[src/rtl/can_tx_scheduler.sv]
// Purpose : round-robin scheduler feeding four frame requesters into one CAN packet layer,
//           with non-ack retry (gap-separated) and a per-attempt timeout abort.
// Latency : grant registered at the IDLE edge; tx_start rises the next cycle; done_pulse is registered.
// Backpressure: one job in flight; requesters hold req_valid until req_accept, then wait for done_pulse.
// Ports   : clk/rstn (async active-low); req_valid[4], req_data[128] (32 bits per requester),
//           req_accept/done_pulse/done_ok[4]; tx_start/tx_data[32]/tx_done/tx_acked to the packet
//           layer; busy, fail_cnt[8] (saturating), timeout_flag (sticky).
module can_tx_scheduler #(
    parameter logic [3:0]  MAX_RETRY = 4'd3,
    parameter logic [15:0] GAP_CYC   = 16'd16,
    parameter logic [23:0] TIMEOUT   = 24'd2000000
) (
    input  logic         clk,
    input  logic         rstn,
    input  logic [3:0]   req_valid,
    input  logic [127:0] req_data,
    output logic [3:0]   req_accept,
    output logic [3:0]   done_pulse,
    output logic [3:0]   done_ok,
    output logic         tx_start,
    output logic [31:0]  tx_data,
    input  logic         tx_done,
    input  logic         tx_acked,
    output logic         busy,
    output logic [7:0]   fail_cnt,
    output logic         timeout_flag
);

    typedef enum logic [1:0] {
        IDLE  = 2'd0,
        START = 2'd1,
        GAP   = 2'd2
    } state_t;

    state_t       state, state_nxt;
    logic [1:0]   last_grant, last_grant_nxt;
    logic [1:0]   cur, cur_nxt;
    logic [3:0]   retry_cnt, retry_cnt_nxt;
    logic [23:0]  timer, timer_nxt;
    logic [15:0]  gap_cnt, gap_cnt_nxt;
    logic [31:0]  tx_data_nxt;
    logic [3:0]   req_accept_nxt;
    logic [3:0]   done_pulse_nxt;
    logic [3:0]   done_ok_nxt;
    logic [7:0]   fail_cnt_nxt;
    logic         timeout_flag_nxt;

    // Round-robin search: first set request at or after last_grant+1.
    logic         grant_found;
    logic [1:0]   grant_idx;
    logic [1:0]   cand;

    always_comb begin
        grant_found = 1'b0;
        grant_idx   = 2'd0;
        cand        = 2'd0;
        for (int k = 0; k < 4; k++) begin
            cand = last_grant + 2'(k + 1);
            if (!grant_found && req_valid[cand]) begin
                grant_found = 1'b1;
                grant_idx   = cand;
            end
        end
    end

    // tx_start decodes the state register, so an async reset drops it immediately.
    assign tx_start = (state == START);
    assign busy     = (state != IDLE);

    always_ff @(posedge clk or negedge rstn) begin
        if (!rstn) begin
            state        <= IDLE;
            last_grant   <= 2'd3;
            cur          <= 2'd0;
            retry_cnt    <= 4'd0;
            timer        <= 24'd0;
            gap_cnt      <= 16'd0;
            tx_data      <= 32'd0;
            req_accept   <= 4'd0;
            done_pulse   <= 4'd0;
            done_ok      <= 4'd0;
            fail_cnt     <= 8'd0;
            timeout_flag <= 1'b0;
        end else begin
            state        <= state_nxt;
            last_grant   <= last_grant_nxt;
            cur          <= cur_nxt;
            retry_cnt    <= retry_cnt_nxt;
            timer        <= timer_nxt;
            gap_cnt      <= gap_cnt_nxt;
            tx_data      <= tx_data_nxt;
            req_accept   <= req_accept_nxt;
            done_pulse   <= done_pulse_nxt;
            done_ok      <= done_ok_nxt;
            fail_cnt     <= fail_cnt_nxt;
            timeout_flag <= timeout_flag_nxt;
        end
    end

    always_comb begin
        state_nxt        = state;
        last_grant_nxt   = last_grant;
        cur_nxt          = cur;
        retry_cnt_nxt    = retry_cnt;
        timer_nxt        = timer;
        gap_cnt_nxt      = gap_cnt;
        tx_data_nxt      = tx_data;
        req_accept_nxt   = 4'd0;
        done_pulse_nxt   = 4'd0;
        done_ok_nxt      = 4'd0;
        fail_cnt_nxt     = fail_cnt;
        timeout_flag_nxt = timeout_flag;

        case (state)
            IDLE: begin
                // The done_pulse cycle is spent here, so a new grant can never
                // coincide with the previous job's completion.
                if (grant_found) begin
                    tx_data_nxt    = req_data[{grant_idx, 5'b00000} +: 32];
                    req_accept_nxt = 4'b0001 << grant_idx;
                    cur_nxt        = grant_idx;
                    retry_cnt_nxt  = 4'd0;
                    timer_nxt      = 24'd0;
                    state_nxt      = START;
                end
            end

            START: begin
                // tx_done is examined before the timeout so a coincident result wins.
                if (tx_done) begin
                    if (tx_acked) begin
                        state_nxt      = IDLE;
                        done_pulse_nxt = 4'b0001 << cur;
                        done_ok_nxt    = 4'b0001 << cur;
                        last_grant_nxt = cur;
                    end else if (retry_cnt < MAX_RETRY) begin
                        retry_cnt_nxt = retry_cnt + 4'd1;
                        gap_cnt_nxt   = GAP_CYC;
                        state_nxt     = GAP;
                    end else begin
                        state_nxt      = IDLE;
                        done_pulse_nxt = 4'b0001 << cur;
                        last_grant_nxt = cur;
                        if (fail_cnt != 8'hFF) begin
                            fail_cnt_nxt = fail_cnt + 8'd1;
                        end
                    end
                end else if (timer == TIMEOUT - 24'd1) begin
                    // Timeout aborts the whole job; no retry is attempted.
                    state_nxt        = IDLE;
                    done_pulse_nxt   = 4'b0001 << cur;
                    last_grant_nxt   = cur;
                    timeout_flag_nxt = 1'b1;
                    if (fail_cnt != 8'hFF) begin
                        fail_cnt_nxt = fail_cnt + 8'd1;
                    end
                end else begin
                    timer_nxt = timer + 24'd1;
                end
            end

            GAP: begin
                // Loaded with GAP_CYC, so GAP lasts GAP_CYC cycles (values N..1).
                if (gap_cnt != 16'd0) begin
                    gap_cnt_nxt = gap_cnt - 16'd1;
                end
                if (gap_cnt <= 16'd1) begin
                    state_nxt = START;
                    timer_nxt = 24'd0;
                end
            end

            default: begin
                state_nxt = IDLE;
            end
        endcase
    end

endmodule

[config.mk]
export PLATFORM = sky130hd
export DESIGN_NAME = can_tx_scheduler
export DESIGN_NICKNAME = d
export VERILOG_FILES = /design/src/rtl/can_tx_scheduler.sv
export SDC_FILE = /design/constraint.sdc
export NUM_CORES = 1
export LEC_CHECK = 0
export CAP_MARGIN = 40
export CELL_PAD_IN_SITES_DETAIL_PLACEMENT = 1
export CELL_PAD_IN_SITES_GLOBAL_PLACEMENT = 2
export CORE_MARGIN = 1.5
export CORE_UTILIZATION = 28
export CTS_BUF_LIST = sky130_fd_sc_hd__clkbuf_4
export DETAILED_ROUTE_END_ITERATION = 10
export PLACE_DENSITY = 0.9
export SYNTH_ARGS = -nofsm -noshare
export SYNTH_HDL_FRONTEND = slang
export SYNTH_SLANG_ARGS = --single-unit
export TNS_END_PERCENT = 20
[constraint.sdc]
create_clock -name clk -period 2.9 [get_ports clk]
set_input_delay 0.29 -clock clk [delete_from_list [all_inputs] [get_ports clk]]
set_output_delay 0.29 -clock clk [all_outputs]
set_load 0.05 [all_outputs]
==> flow_summary.json <==
{
  "final-max-slew-violation-count": 0,
  "final.setup.worst_slack_ps": 393.2,
  "fin_crit_sh": 0.8644,
  "rsz0062_at_grt": "false",
  "dp_hpwl_um": 14260,
  "cp-start-kind": "flop",
  "antenna_found_initial": 2,
  "die_w_um": 149.0,
  "wirelength_um": 19220,
  "antenna_left": 0,
  "synth_edf_count": 0,
  "syn_inst": 656,
  "fmax_mhz": 398.9,
  "syn2layout_area_growth_pct": 40.49,
  "crit_path_max_fanout": 9,
  "tns_ps": 0,
  "hold_path_class": "input pin to asynchronous set/reset pin",
  "grt_max_degree": 77,
  "finalWeightedCongestion": 0.8234,
  "period_needed_ps": 2507,
  "viasPerCell": 5.079,
  "worstSetupEndpointType": "flop",
  "cpPeakStageDelay_ps": 640,
  "setup_viol": 0,
  "crit_start": "gap_cnt[10]",
  "yosys_warnings": 0,
  "power.leakage_uw": 0.003514,
  "hold_viol": 0,
  "layout-drive-gt1-share": 0.06770,
  "ys_seq_elements": 103,
  "die_h_um": 149.0,
  "fin_skew_ps": 18.27,
  "r2r_slack_ps": 390,
  "drc": 0,
  "register_area_um2": 2580,
  "whs_ps": 237.9,
  "crit_chain": "or4_1, or4b_4, o31ai_4, buf_4, nor2_1, mux2_2",
  "firstDrtPassIters": 5,
  "synth_nets": 798,
  "seq_area_frac_synth": 0.4322,
  "post_cts_resized": 0,
  "critical_path.reg2reg.endpoint": "timer[7]",
  "grt_pass1_vias": 5692,
  "cts_root_buf": "clkbuf_4",
  "synth-async-reset-ratio": 1.000,
  "fin_nets": 979,
  "cts_sinks": 103,
  "crit_type": "flop to flop",
  "numCtsBuffers": 9,
  "multiInputGateArea_um2": 3082,
  "ff2ff_path_depth": 6,
  "vias": 5689,
  "crit_required_ps": 3290,
  "start_util": 0.2849,
  "core_um2": 20960,
  "vdd_ir_drop_max_v": 0.0003624,
  "gr-usage-all-layers": 0.1774,
  "slowest_stage": "or4_1",
  "cap_violations": 0,
  "r2r_start": "gap_cnt[10]",
  "tightestPinTransition_ps": 772.6,
  "status": "complete, no violations",
  "post_cts_buffers": 0,
  "fill_cells": 2456,
  "clkTransAtPathRegs_ps": 160,
  "synth.distinct_cells": 52,
  "clk_path_buf_depth": 2,
  "ys.flop_type": "dfrtp_1",
  "io_buffers": 190,
  "syn-cell-area_um2": 5969,
  "crit_end": "timer[7]",
  "slew_headroom": 0.4827,
  "clk_latency_ps": 490,
  "syn_avg_cell_area_um2": 9.100,
  "num_rows": 53,
  "wl_per_cell_um": 17.16,
  "power_density_nw_per_um2": 868.2,
  "io_pins": 191,
  "grt_pass1_wl_um": 30790,
  "drtIter0Drc": 194,
  "overflow": 0,
  "die-area_um2": 22200,
  "cts_tree": "done",
  "cts_max_level": 3,
  "place_ws_ps": 337.8,
  "worstPathArrival_ps": 2900
}
-- critical path: cells and delay by family (launching register included) --
family / cells / cell delay, ps
buffers and inverters: 1 / 210
AO/OA/AOI/OAI: 1 / 250
AND/OR/NAND/NOR: 3 / 1280
flip-flops: 1 / 430
multiplexers: 1 / 260
-- metrics by stage --
step,total power [uW],util,instance area [um^2],instances
after detailed placement,6690,0.3943,8262,1100
after global routing,7790,0.4002,8387,1120
after floorplan,5056,-,5969,656
after CTS,7389,0.3999,8379,1117
final,7282,0.4002,8387,1120
after global placement,6606,0.3943,8262,1100
-- layer usage --
metal / GRT usage / up-vias / share of wire
li1: - / 2737 / -
met1: 0.2186 / 2755 / 0.42
met3: 0.06239 / 23 / 0.075
met5: 0 / - / 0
met4: 0.04703 / 0 / 0.016
met2: 0.2940 / 174 / 0.49
-- logic make-up (layout without fill, tap and decap cells) --
kind of cell / count (synthesis) / after routing / synth area share
compound gates: 150 / 150 / 0.1610
xor+xnor: 30 / 30 / 0.04402
fa+ha+maj: 6 / 6 / 0.01258
buf+inv: 84 / 270 / 0.05470
flops: 103 / 103 / 0.4322
mux: 40 / 40 / 0.06833
other cells: 0 / 3 / 0
simple gates: 243 / 243 / 0.2272
-- what timing repair did --
item / 4_1_cts / 5_1_grt
hold endpoints to repair: 27 / 0
endpoints found under the setup margin: 0 / 0
hold buffers: 1 / 0
-- cell usage after synthesis, drive strengths merged (2+ instances only) --
cell type / n / area share
o2111ai: 2 / 0.0029
nor4: 8 / 0.010
dfstp: 2 / 0.0088
nor2: 51 / 0.032
ha: 6 / 0.013
nor2b: 3 / 0.0031
a21o: 3 / 0.0038
buf: 6 / 0.0057
clkbuf: 37 / 0.023
mux2i: 34 / 0.057
or3: 4 / 0.0042
or3b: 2 / 0.0029
nand2: 58 / 0.036
nor4b: 7 / 0.011
inv: 41 / 0.026
and2: 5 / 0.0052
mux2: 6 / 0.011
nand2b: 11 / 0.012
a21oi: 14 / 0.012
and3: 7 / 0.0073
o211ai: 38 / 0.048
xnor2: 11 / 0.016
nand4: 5 / 0.0052
nand3: 22 / 0.018
nor3b: 3 / 0.0038
a31oi: 35 / 0.037
a211oi: 2 / 0.0025
o21ai: 46 / 0.039
dfrtp: 101 / 0.42
or4: 6 / 0.0075
and4: 34 / 0.050
xor2: 19 / 0.028
nor3: 13 / 0.011
-- sequential cells by signal, indices dropped and copies added, names as in the netlist --
| name | cells |
|---|---|
| timeout_flag | 1 |
| cur | 2 |
| req_accept | 4 |
| last_grant | 2 |
| fail_cnt | 8 |
| done_pulse | 4 |
| timer | 24 |
| done_ok | 4 |
| retry_cnt | 4 |
| tx_data | 32 |
| state | 2 |
| gap_cnt | 16 |
-- worst min path at each step --
| stage | slack (ps) | depth (start not counted) | startpoint | to |
|---|---|---|---|---|
| floorplan | -6 | 0 | rstn | cur[0] |
| global placement | 240 | 1 | rstn | fail_cnt[3] |
| detailed placement | 240 | 1 | rstn | fail_cnt[3] |
| CTS | 210 | 2 | rstn | fail_cnt[1] |
| global route | 210 | 2 | rstn | fail_cnt[1] |
| finish | 240 | 2 | rstn | fail_cnt[1] |
-- where the power goes --
group / switching (uW) / leakage [uW] / internal, uW
clock: 485 / 0.0000617 / 188
combinational: 2710 / 0.00210 / 1610
sequential: 414 / 0.00135 / 1880
total: 3610 / 0.00351 / 3670
-- placed cells by master (no fill, tap or decap), types with 3 or more instances in the layout --
cell type	n
xnor2_1	11
buf_12	3
nor2_1	51
dfrtp_1	101
nor2b_1	3
and3_1	6
clkbuf_4	11
clkdlybuf4s50_1	189
a31oi_1	35
nand2_1	58
or4_1	6
nor4b_1	6
xor2_1	19
inv_1	41
nor4_1	6
and4_1	34
o211ai_1	38
buf_4	20
diode_2	3
mux2_2	6
or3_1	4
nand2b_1	11
nor3_1	13
ha_1	6
nand3_1	22
nand4_1	5
mux2i_1	34
o21ai_0	44
and2_1	5
a21oi_1	14
-- layout make-up --
type                       count  area share
multi-input combinational    469      0.3674
sequential                   103      0.3076
timing repair buffer         213      0.2518
tap                          275     0.04103
inverter                      41     0.01835
clock buffer                  11    0.009846
clock inverter                 5    0.002984
antenna                        3   0.0008951
(Power assumes the default switching activity.)
